File: src/rtl/mux_arb_nx1.sv
// mux_arb_nx1 -- parametrised N-to-1 streaming multiplexer with a one-entry
// registered output stage. The channel is chosen either by an explicit select
// (mode=0) or by a round-robin arbiter (mode=1).
//
// Optional feature: define MUX_ARB_LAST_EN to add in_last/out_last ports and
// packet locking in round-robin mode (grant sticks to a channel until a beat
// with in_last=1 is accepted from it).
//
// Handshake: an input beat transfers on channel i at a rising clk edge when
// in_valid[i] && in_ready[i]; the output beat transfers when
// out_valid && out_ready. Producers hold valid/data until accepted; the output
// register is only overwritten when empty or draining in the same cycle.
module mux_arb_nx1 #(
  parameter int WIDTH = 4,
  parameter int CH    = 4,
  localparam int SELW = $clog2(CH)
) (
  input  logic                clk,
  input  logic                rst_n,
  input  logic [CH*WIDTH-1:0] in_data,
  input  logic [CH-1:0]       in_valid,
  output logic [CH-1:0]       in_ready,
`ifdef MUX_ARB_LAST_EN
  input  logic [CH-1:0]       in_last,
  output logic                out_last,
`endif
  input  logic                mode,
  input  logic [SELW-1:0]     sel,
  output logic [WIDTH-1:0]    out_data,
  output logic                out_valid,
  input  logic                out_ready,
  output logic [SELW-1:0]     grant
);

  localparam logic [SELW:0]   CH_W     = (SELW+1)'(CH);
  localparam logic [SELW-1:0] PTR_INIT = SELW'(CH - 1);

  logic [WIDTH-1:0] out_data_q, out_data_d;
  logic             out_valid_q, out_valid_d;
  logic [SELW-1:0]  grant_q, grant_d;
  logic [SELW-1:0]  ptr_q, ptr_d;

  logic             load_ok;
  logic             pick_vld;
  logic [SELW-1:0]  pick_ch;
  logic [WIDTH-1:0] pick_data;
  logic             accept;

`ifdef MUX_ARB_LAST_EN
  logic             lock_q, lock_d;
  logic             out_last_q, out_last_d;
  logic             pick_last;
`endif

  // The output register can take a new beat when empty or draining this cycle.
  assign load_ok = !out_valid_q || out_ready;

  // Choose the candidate channel: explicit select, locked channel, or the first
  // valid channel searching upward from the one after the last grant.
  always_comb begin
    pick_vld = 1'b0;
    pick_ch  = '0;
    if (!mode) begin
      if ({1'b0, sel} < CH_W) begin
        pick_vld = 1'b1;
        pick_ch  = sel;
      end
    end else begin
`ifdef MUX_ARB_LAST_EN
      if (lock_q) begin
        pick_vld = 1'b1;
        pick_ch  = ptr_q;
      end
`endif
      for (int i = 0; i < CH; i++) begin
        if (!pick_vld && in_valid[i] && (SELW'(i) > ptr_q)) begin
          pick_vld = 1'b1;
          pick_ch  = SELW'(i);
        end
      end
      for (int i = 0; i < CH; i++) begin
        if (!pick_vld && in_valid[i] && (SELW'(i) <= ptr_q)) begin
          pick_vld = 1'b1;
          pick_ch  = SELW'(i);
        end
      end
    end
  end

  // Steer the chosen channel's payload and raise its ready; ready is held low
  // while reset is asserted.
  always_comb begin
    pick_data = '0;
`ifdef MUX_ARB_LAST_EN
    pick_last = 1'b0;
`endif
    for (int i = 0; i < CH; i++) begin
      in_ready[i] = rst_n && pick_vld && load_ok && (pick_ch == SELW'(i));
      if (pick_ch == SELW'(i)) begin
        pick_data = in_data[i*WIDTH +: WIDTH];
`ifdef MUX_ARB_LAST_EN
        pick_last = in_last[i];
`endif
      end
    end
  end

  assign accept = |(in_valid & in_ready);

  // Next state of the output register, arbiter pointer and packet lock.
  always_comb begin
    out_data_d  = out_data_q;
    out_valid_d = out_valid_q;
    grant_d     = grant_q;
    ptr_d       = ptr_q;
    if (accept) begin
      out_data_d  = pick_data;
      out_valid_d = 1'b1;
      grant_d     = pick_ch;
      if (mode) begin
        ptr_d = pick_ch;
      end
    end else if (out_valid_q && out_ready) begin
      out_valid_d = 1'b0;
    end
`ifdef MUX_ARB_LAST_EN
    out_last_d = out_last_q;
    lock_d     = lock_q;
    if (accept) begin
      out_last_d = pick_last;
    end
    if (!mode) begin
      lock_d = 1'b0;
    end else if (accept) begin
      lock_d = !pick_last;
    end
`endif
  end

  // State registers; reset discards any held beat and restarts arbitration
  // so channel 0 has first priority.
  always_ff @(posedge clk or negedge rst_n) begin
    if (!rst_n) begin
      out_data_q  <= '0;
      out_valid_q <= 1'b0;
      grant_q     <= '0;
      ptr_q       <= PTR_INIT;
`ifdef MUX_ARB_LAST_EN
      out_last_q  <= 1'b0;
      lock_q      <= 1'b0;
`endif
    end else begin
      out_data_q  <= out_data_d;
      out_valid_q <= out_valid_d;
      grant_q     <= grant_d;
      ptr_q       <= ptr_d;
`ifdef MUX_ARB_LAST_EN
      out_last_q  <= out_last_d;
      lock_q      <= lock_d;
`endif
    end
  end

  assign out_data  = out_data_q;
  assign out_valid = out_valid_q;
  assign grant     = grant_q;
`ifdef MUX_ARB_LAST_EN
  assign out_last  = out_last_q;
`endif

endmodule

File: config.mk
export PLATFORM = sky130hd
export DESIGN_NAME = mux_arb_nx1
export DESIGN_NICKNAME = d
export VERILOG_FILES = /design/src/rtl/mux_arb_nx1.sv
export SDC_FILE = /design/constraint.sdc
export NUM_CORES = 1
export LEC_CHECK = 0
export ABC_CLOCK_PERIOD_IN_PS = 2500
export BUFFER_PORTS_ARGS = -buffer_cell sky130_fd_sc_hd__buf_4
export CAP_MARGIN = 20
export CORE_MARGIN = 2
export CORE_UTILIZATION = 43
export DETAILED_ROUTE_END_ITERATION = 8
export PLACE_DENSITY_LB_ADDON = 0.2
export SLEW_MARGIN = 0
export SYNTH_ARGS = -nofsm -noshare
export SYNTH_HDL_FRONTEND = slang
export SYNTH_SLANG_ARGS = --single-unit
File: constraint.sdc
create_clock -name clk -period 2.5 [get_ports clk]
set_input_delay 0.125 -clock clk [delete_from_list [all_inputs] [get_ports clk]]
set_output_delay 0.125 -clock clk [all_outputs]
set_load 0.03 [all_outputs]
=== Word level (Yosys, flattened, before mapping) ===
Cells that the tools add are included.

* Register bits after elaboration: 9
* Word-level logic and storage cells: 81
* Output and inout port bits: 11
* Input bits: 26

* Reduce and logical (&&, ||, !) cells: 35
* Eq/ne operators: 3
* Magnitude comparators: 8
* Bitwise gates (word level): 1
* Multiplexer cells: 30

{| class="wikitable"
|+ Operators by type and width
! operator !! count
|-
| 1-bit logical AND || 22
|-
| 1-bit two-way mux || 19
|-
| 4-bit two-way mux || 4
|-
| 2-bit two-way mux || 7
|-
| 1-bit logical NOT || 8
|-
| 4-bit AND || 1
|-
| 2-bit == test, second input constant || 2
|-
| 1-bit by 2-bit greater-than comparator with 1-bit output, first input constant || 2
|-
| 2-bit greater-than comparator, first input constant || 2
|-
| 1-bit by 2-bit less-or-equal comparator with 1-bit output, first input constant || 2
|-
| 2-bit less-or-equal comparator, first input constant || 2
|-
| 4-bit OR reduction || 1
|-
| 2-bit by 1-bit == test with 1-bit output, second input constant || 1
|-
| 2-bit logical NOT || 1
|-
| 2-bit AND reduction || 1
|-
| 2-bit nonzero test || 1
|-
| 1-bit logical OR || 1
|}

=== Longest topological paths before layout ===
* Depth in word-level cells: 45
* Gate-level depth with buffers: 7
* Gate-level depth less buffers: 6

=== Least setup slack after synthesis ===
No wires, ideal clock.

* Path type: reg2reg
* Start: register ptr_q[1]
* End: register grant_q[0] (netlist: grant[0])
* Period minus slack after synthesis: 2.119 ns
* Cell stages (with the launch flop): 7
* Path buffers: 0
* Library setup time: 0.128 ns
* Data required time: 2.372 ns
* Setup slack: 0.381 ns
* Arrival: 1.992 ns
* Cells stage by stage: dfstp_2 nor2b_1 or2_4 o32ai_4 mux2i_1 o21ai_4 mux2_1

* Word-level cells in the longest chain between the ends: 44
* Elaborated cells on any way between the ends: 66
* Those cells by class: 8 x order compare; 3 x eq/ne; 24 x mux; 1 x bitwise; 30 x reduce/logical

{| class="wikitable"
|+ Ends and longest elaborated chain
! element !! line !! source
|-
| from (decl) || 41 || <nowiki>logic [SELW-1:0] ptr_q, ptr_d;</nowiki>
|-
| from (signal assigned) || 156 || <nowiki>ptr_q <= ptr_d;</nowiki>
|-
| 1-bit by 2-bit greater-than comparator with 1-bit output || 76 || <nowiki>if (!pick_vld && in_valid[i] && (SELW'(i) > ptr_q)) begin</nowiki>
|-
| 1-bit logical AND || 76 ||
|-
| 1-bit two-way mux || 76 ||
|-
| 1-bit two-way mux || 63 || <nowiki>if (!mode) begin</nowiki>
|-
| 1-bit logical NOT || 76 ||
|-
| 1-bit logical AND (2 in series) || 76 ||
|-
| 1-bit two-way mux || 76 ||
|-
| 1-bit two-way mux || 63 ||
|-
| (+24 left out) || n/a ||
|-
| 1-bit two-way mux || 63 ||
|-
| 1-bit logical NOT || 82 || <nowiki>if (!pick_vld && in_valid[i] && (SELW'(i) <= ptr_q)) begin</nowiki>
|-
| 1-bit logical AND (2 in series) || 82 ||
|-
| 1-bit two-way mux || 82 ||
|-
| 1-bit two-way mux || 63 ||
|-
| 1-bit logical AND (3 in series) || 98 || <nowiki>in_ready[i] = rst_n && pick_vld && load_ok && (pick_ch == SELW'(i));</nowiki>
|-
| 4-bit AND || 108 || <nowiki>assign accept = |(in_valid & in_ready);</nowiki>
|-
| 4-bit OR reduction || 108 ||
|-
| to (signal assigned) || 155 || <nowiki>grant_q <= grant_d;</nowiki>
|-
| to (decl) || 40 || <nowiki>logic [SELW-1:0] grant_q, grant_d;</nowiki>
|}

Parallel ways exist; a longest one is shown, timed or not. The select of a mux whose other input is x is not followed.
A chain may end at the register's enable or synchronous reset.

=== Worst setup path after layout ===
* Start: register ptr_q[1]
* End: register out_data_q[3] (netlist: out_data[3])

* Word-level cells in the longest chain between the ends: 44
* Elaborated cells on any way between the ends: 70
* Those cells by class: 8 x order compare; 3 x eq/ne; 28 x mux; 1 x bitwise; 30 x reduce/logical

{| class="wikitable"
|+ Ends and longest elaborated chain
! element !! line !! source
|-
| 1-bit by 2-bit greater-than comparator with 1-bit output || 76 ||
|-
| 1-bit logical AND || 76 ||
|-
| 1-bit two-way mux || 76 ||
|-
| 1-bit two-way mux || 63 ||
|-
| 1-bit logical NOT || 76 ||
|-
| 1-bit logical AND (2 in series) || 76 ||
|-
| 1-bit two-way mux || 76 ||
|-
| 1-bit two-way mux || 63 ||
|-
| (+25 left out) || n/a ||
|-
| 1-bit logical NOT || 82 ||
|-
| 1-bit logical AND (2 in series) || 82 ||
|-
| 2-bit two-way mux or 1-bit two-way mux (tied branches) || 82 ||
|-
| 2-bit two-way mux or 1-bit two-way mux (tied branches) || 63 ||
|-
| 2-bit logical NOT or 1-bit logical AND (tied branches) || 98, 99 ||
|-
| 4-bit two-way mux or 1-bit logical AND (tied branches) (2 in series) || 99, 98 ||
|-
| 4-bit two-way mux or 4-bit AND (tied branches) || 99, 108 ||
|-
| 4-bit two-way mux or 4-bit OR reduction (tied branches) || 99, 108 ||
|-
| to (signal assigned) || 153 || <nowiki>out_data_q <= out_data_d;</nowiki>
|-
| to (decl) || 38 || <nowiki>logic [WIDTH-1:0] out_data_q, out_data_d;</nowiki>
|}

Parallel ways exist; a longest one is shown, timed or not. The select of a mux whose other input is x is not followed.

==> results.tsv <==
stage	metric	value	unit
cells_and_area	Final Non-Filler Cells	132	
cells_and_area	most frequent cells in the layout	buf_4, mux2i_1, nor2_1	
yosys	share of the synthesized area in the top cell type	24.8	%
sta	Final Skew	0.00584	ns
yosys	syn nets	100	
cells_and_area	share of layout cells above drive strength 1	40.5	%
pwr	Logic pwr share	58.8	%
worst_setup_path	Worst EP arrival	2.31	ns
sta	TNS Setup	0	ns
sta	Slew @ Worst Pin	0.448	ns
sta	fin. max-slew vios	0	
clock_network	clk_lat worst skew	0.25	ns
clock_network	CTS Root Cell	clkbuf_4	
die	core area	0.00152	mm²
clock_network	cts-stage hold buffer count	1	
clock_network	Clock transition at path regs	0.06	ns
cells_and_area	area grow syn2layout	47.7	%
pwr	LEAKAGE	0.000519	µW
placement	port buffer count	36	
cells_and_area	Final Util	68.4	%
sta	# setup viols final	0	
pwr	sequential share of power	30.0	%
die	die height	44.5	µm
clock_network	TritonCTS buffer count	3	
yosys	sequential area share after synthesis	32.3	%
hold_path	HP Class	input port to register	
pwr	Sw Share	42.8	%
sta	final period utilization	87.6	%
routing	Routed Antenna Nets	0	
yosys	Post-Syn Instances	74	
yosys	Synth area leader	dfrtp_1	
yosys	Yosys cell types	28	
yosys	total number of yosys warnings	0	
placement	placed insts	127	
pwr	Power Internal	536	µW
cells_and_area	nets	143	
flow_run	Max Cap Viol	0	
sta	Peak Freq	0.456	GHz
yosys	Yosys reg bits	9	
clock_network	CTS tree	yes	
routing	DRC	0	
pwr	switching power	400	µW
worst_setup_path	Crit Path Category	register to register	
clock_network	Sink Count	9	
routing	WL/cell	13.3	µm
worst_setup_path	Crit-path slowest cell	dfstp_2	
sta	Slew HR	69.9	%
worst_setup_path	critical path launch point type	register	
worst_setup_path	critical path cell sequence	o21ai_0 > a22oi_1 > nor2_1 > nand3b_1 > o21ai_4 > mux2_1	
grt	GRT Total Usage	21.5	%
sta	fin crit period	2.19	ns
routing	drt first-iter violations	13	
sta	RSZ-0062 raised after global routing	no	
placement	detailed placement HPWL	1460	µm
yosys	Synth area leaders	dfrtp_1, mux2i_1, mux2_1	
clock_network	cts repair resizes	0	
yosys	synthesized area per cell	9.54	µm²
grt	largest net degree at the start of global routing	11	
cells_and_area	# diodes	0	
clock_network	H-tree levels	1	
worst_setup_path	CP endpoint kind	register	
die	Die Width	44.5	µm
outcome	status	finished, final reports clean	
die	Initial Util	46.3	%
cells_and_area	most common cell after layout, fill and taps aside	buf_4	
pwr	P per Cell Area	898	mW/mm²
grt	initial antenna violation count	0	
routing	Initial DRT Pass Iterations	5	
routing	vias post-DR	728	
worst_setup_path	CP max stage delay	0.59	ns
clock_network	clock buffer depth	2	
routing	DRT Wirelength	1760	µm
grt	first-pass GRT wire length	3180	µm
die	Die ar.	0.00198	mm²
yosys	synthesized area	706	µm²
grt	overflow left after global routing	0	
worst_setup_path	CP max FO	8	
die	Rows	14	
routing	Vias/cell	5.52	
pwr	Clock Power Share	11.2	%
worst_setup_path	Worst EP required	2.62	ns
clock_network	Post-CTS Setup Inserts	0	
sta	Final Hold Vio Count	0	
die	top-level I/O count	37	
grt	number of global-route vias before repair	757	
pwr	maximum vdd drop	0.000614	V
placement	routability cong.	0.869	
[stage by stage]
stage | total power (µW) | hold WS (ns) | worst slack (ns) | instance area, µm²
after floorplan | 633 | -0.171 | 0.381 | 706
after global placement | 820 | -0.0447 | 0.361 | 1010
after detailed placement | 833 | -0.0448 | 0.335 | 1010
after CTS | 943 | 0.157 | 0.320 | 1040
after global routing | 1010 | 0.177 | 0.0771 | 1040
final | 936 | 0.157 | 0.309 | 1040
[final cells by class]
cell class / count / area [µm²]
clock buffers: 4 / 26.3
fillers: 135 / 482
multi-input cells: 61 / 462
inverters: 3 / 11.3
repair buffers: 39 / 295
flip-flops and latches: 9 / 228
well taps: 16 / 20.0
[routing by layer]
layer	vias to the layer above	GRT usage, %	part of all wire (%)
li1	354	-	-
met1	341	27.8	44
met2	31	36.8	49
met3	2	1.22	6.5
met4	0	9.09	0.51
met5	-	0	0
[cells in the mapped netlist]
master	n
dfrtp_1	7
buf_2	1
a21oi_1	3
o21ai_0	3
mux2i_1	14
nor3_1	1
a31oi_1	1
a22oi_1	1
o21ai_4	1
a2bb2oi_1	1
dfstp_2	2
o22ai_1	1
a221oi_1	1
mux2_1	5
o21a_1	1
nand3b_1	1
mux2_2	1
or2_4	1
inv_1	3
nor2b_1	1
o21ai_1	2
o211ai_1	1
o21bai_1	1
nor2_1	10
or2b_1	1
nand2_1	5
o32ai_4	1
nand2b_1	3
[power groups by stage]
stage                     clock network (µW)  registers, µW  logic (µW)
final                                    105            281         550
after CTS                                108            281         554
after floorplan                            0            384         249
after detailed placement                   0            283         551
after global placement                     0            279         541
after global routing                     113            294         598
[flip-flops by register name, indices dropped and copies added, names as in the netlist]
| signal | count |
|---|---|
| out_valid | 1 |
| grant | 2 |
| out_data | 4 |
| ptr_q | 2 |
[worst max-delay path: cells and delay by family, from the launching register on]
kind,cells,cell delay [ns]
compound gates,3,0.69
flops,1,0.59
simple gates,2,0.43
mux,1,0.35
[worst paths after layout]
| path | end | depth (start not counted) | slack, ns | startpoint |
|---|---|---|---|---|
| worst max-delay path | out_data[3] | 6 | 0.31 | ptr_q[1] |
| worst min-delay path | out_valid | 3 | 0.16 | out_ready |
| worst max register to register | out_data[3] | 6 | 0.31 | ptr_q[1] |
| worst min register to register | out_data[0] | 1 | 0.49 | out_data[0] |
| max in group asynchronous | ptr_q[1] | 2 | 2.06 | rst_n |
| min in group asynchronous | grant[1] | 2 | 0.23 | rst_n |
[cell families (layout without fill, tap and decap cells)]
kind of cell	Yosys count	in the layout	synth area share, %
AOI/OAI and AO/OA	18	18	20.4
DFF	9	9	32.3
buffers and inverters	4	46	2.30
and+or+nand+nor	23	23	15.6
muxes	20	20	29.4
Note: power is estimated with default switching activity, not from simulation.
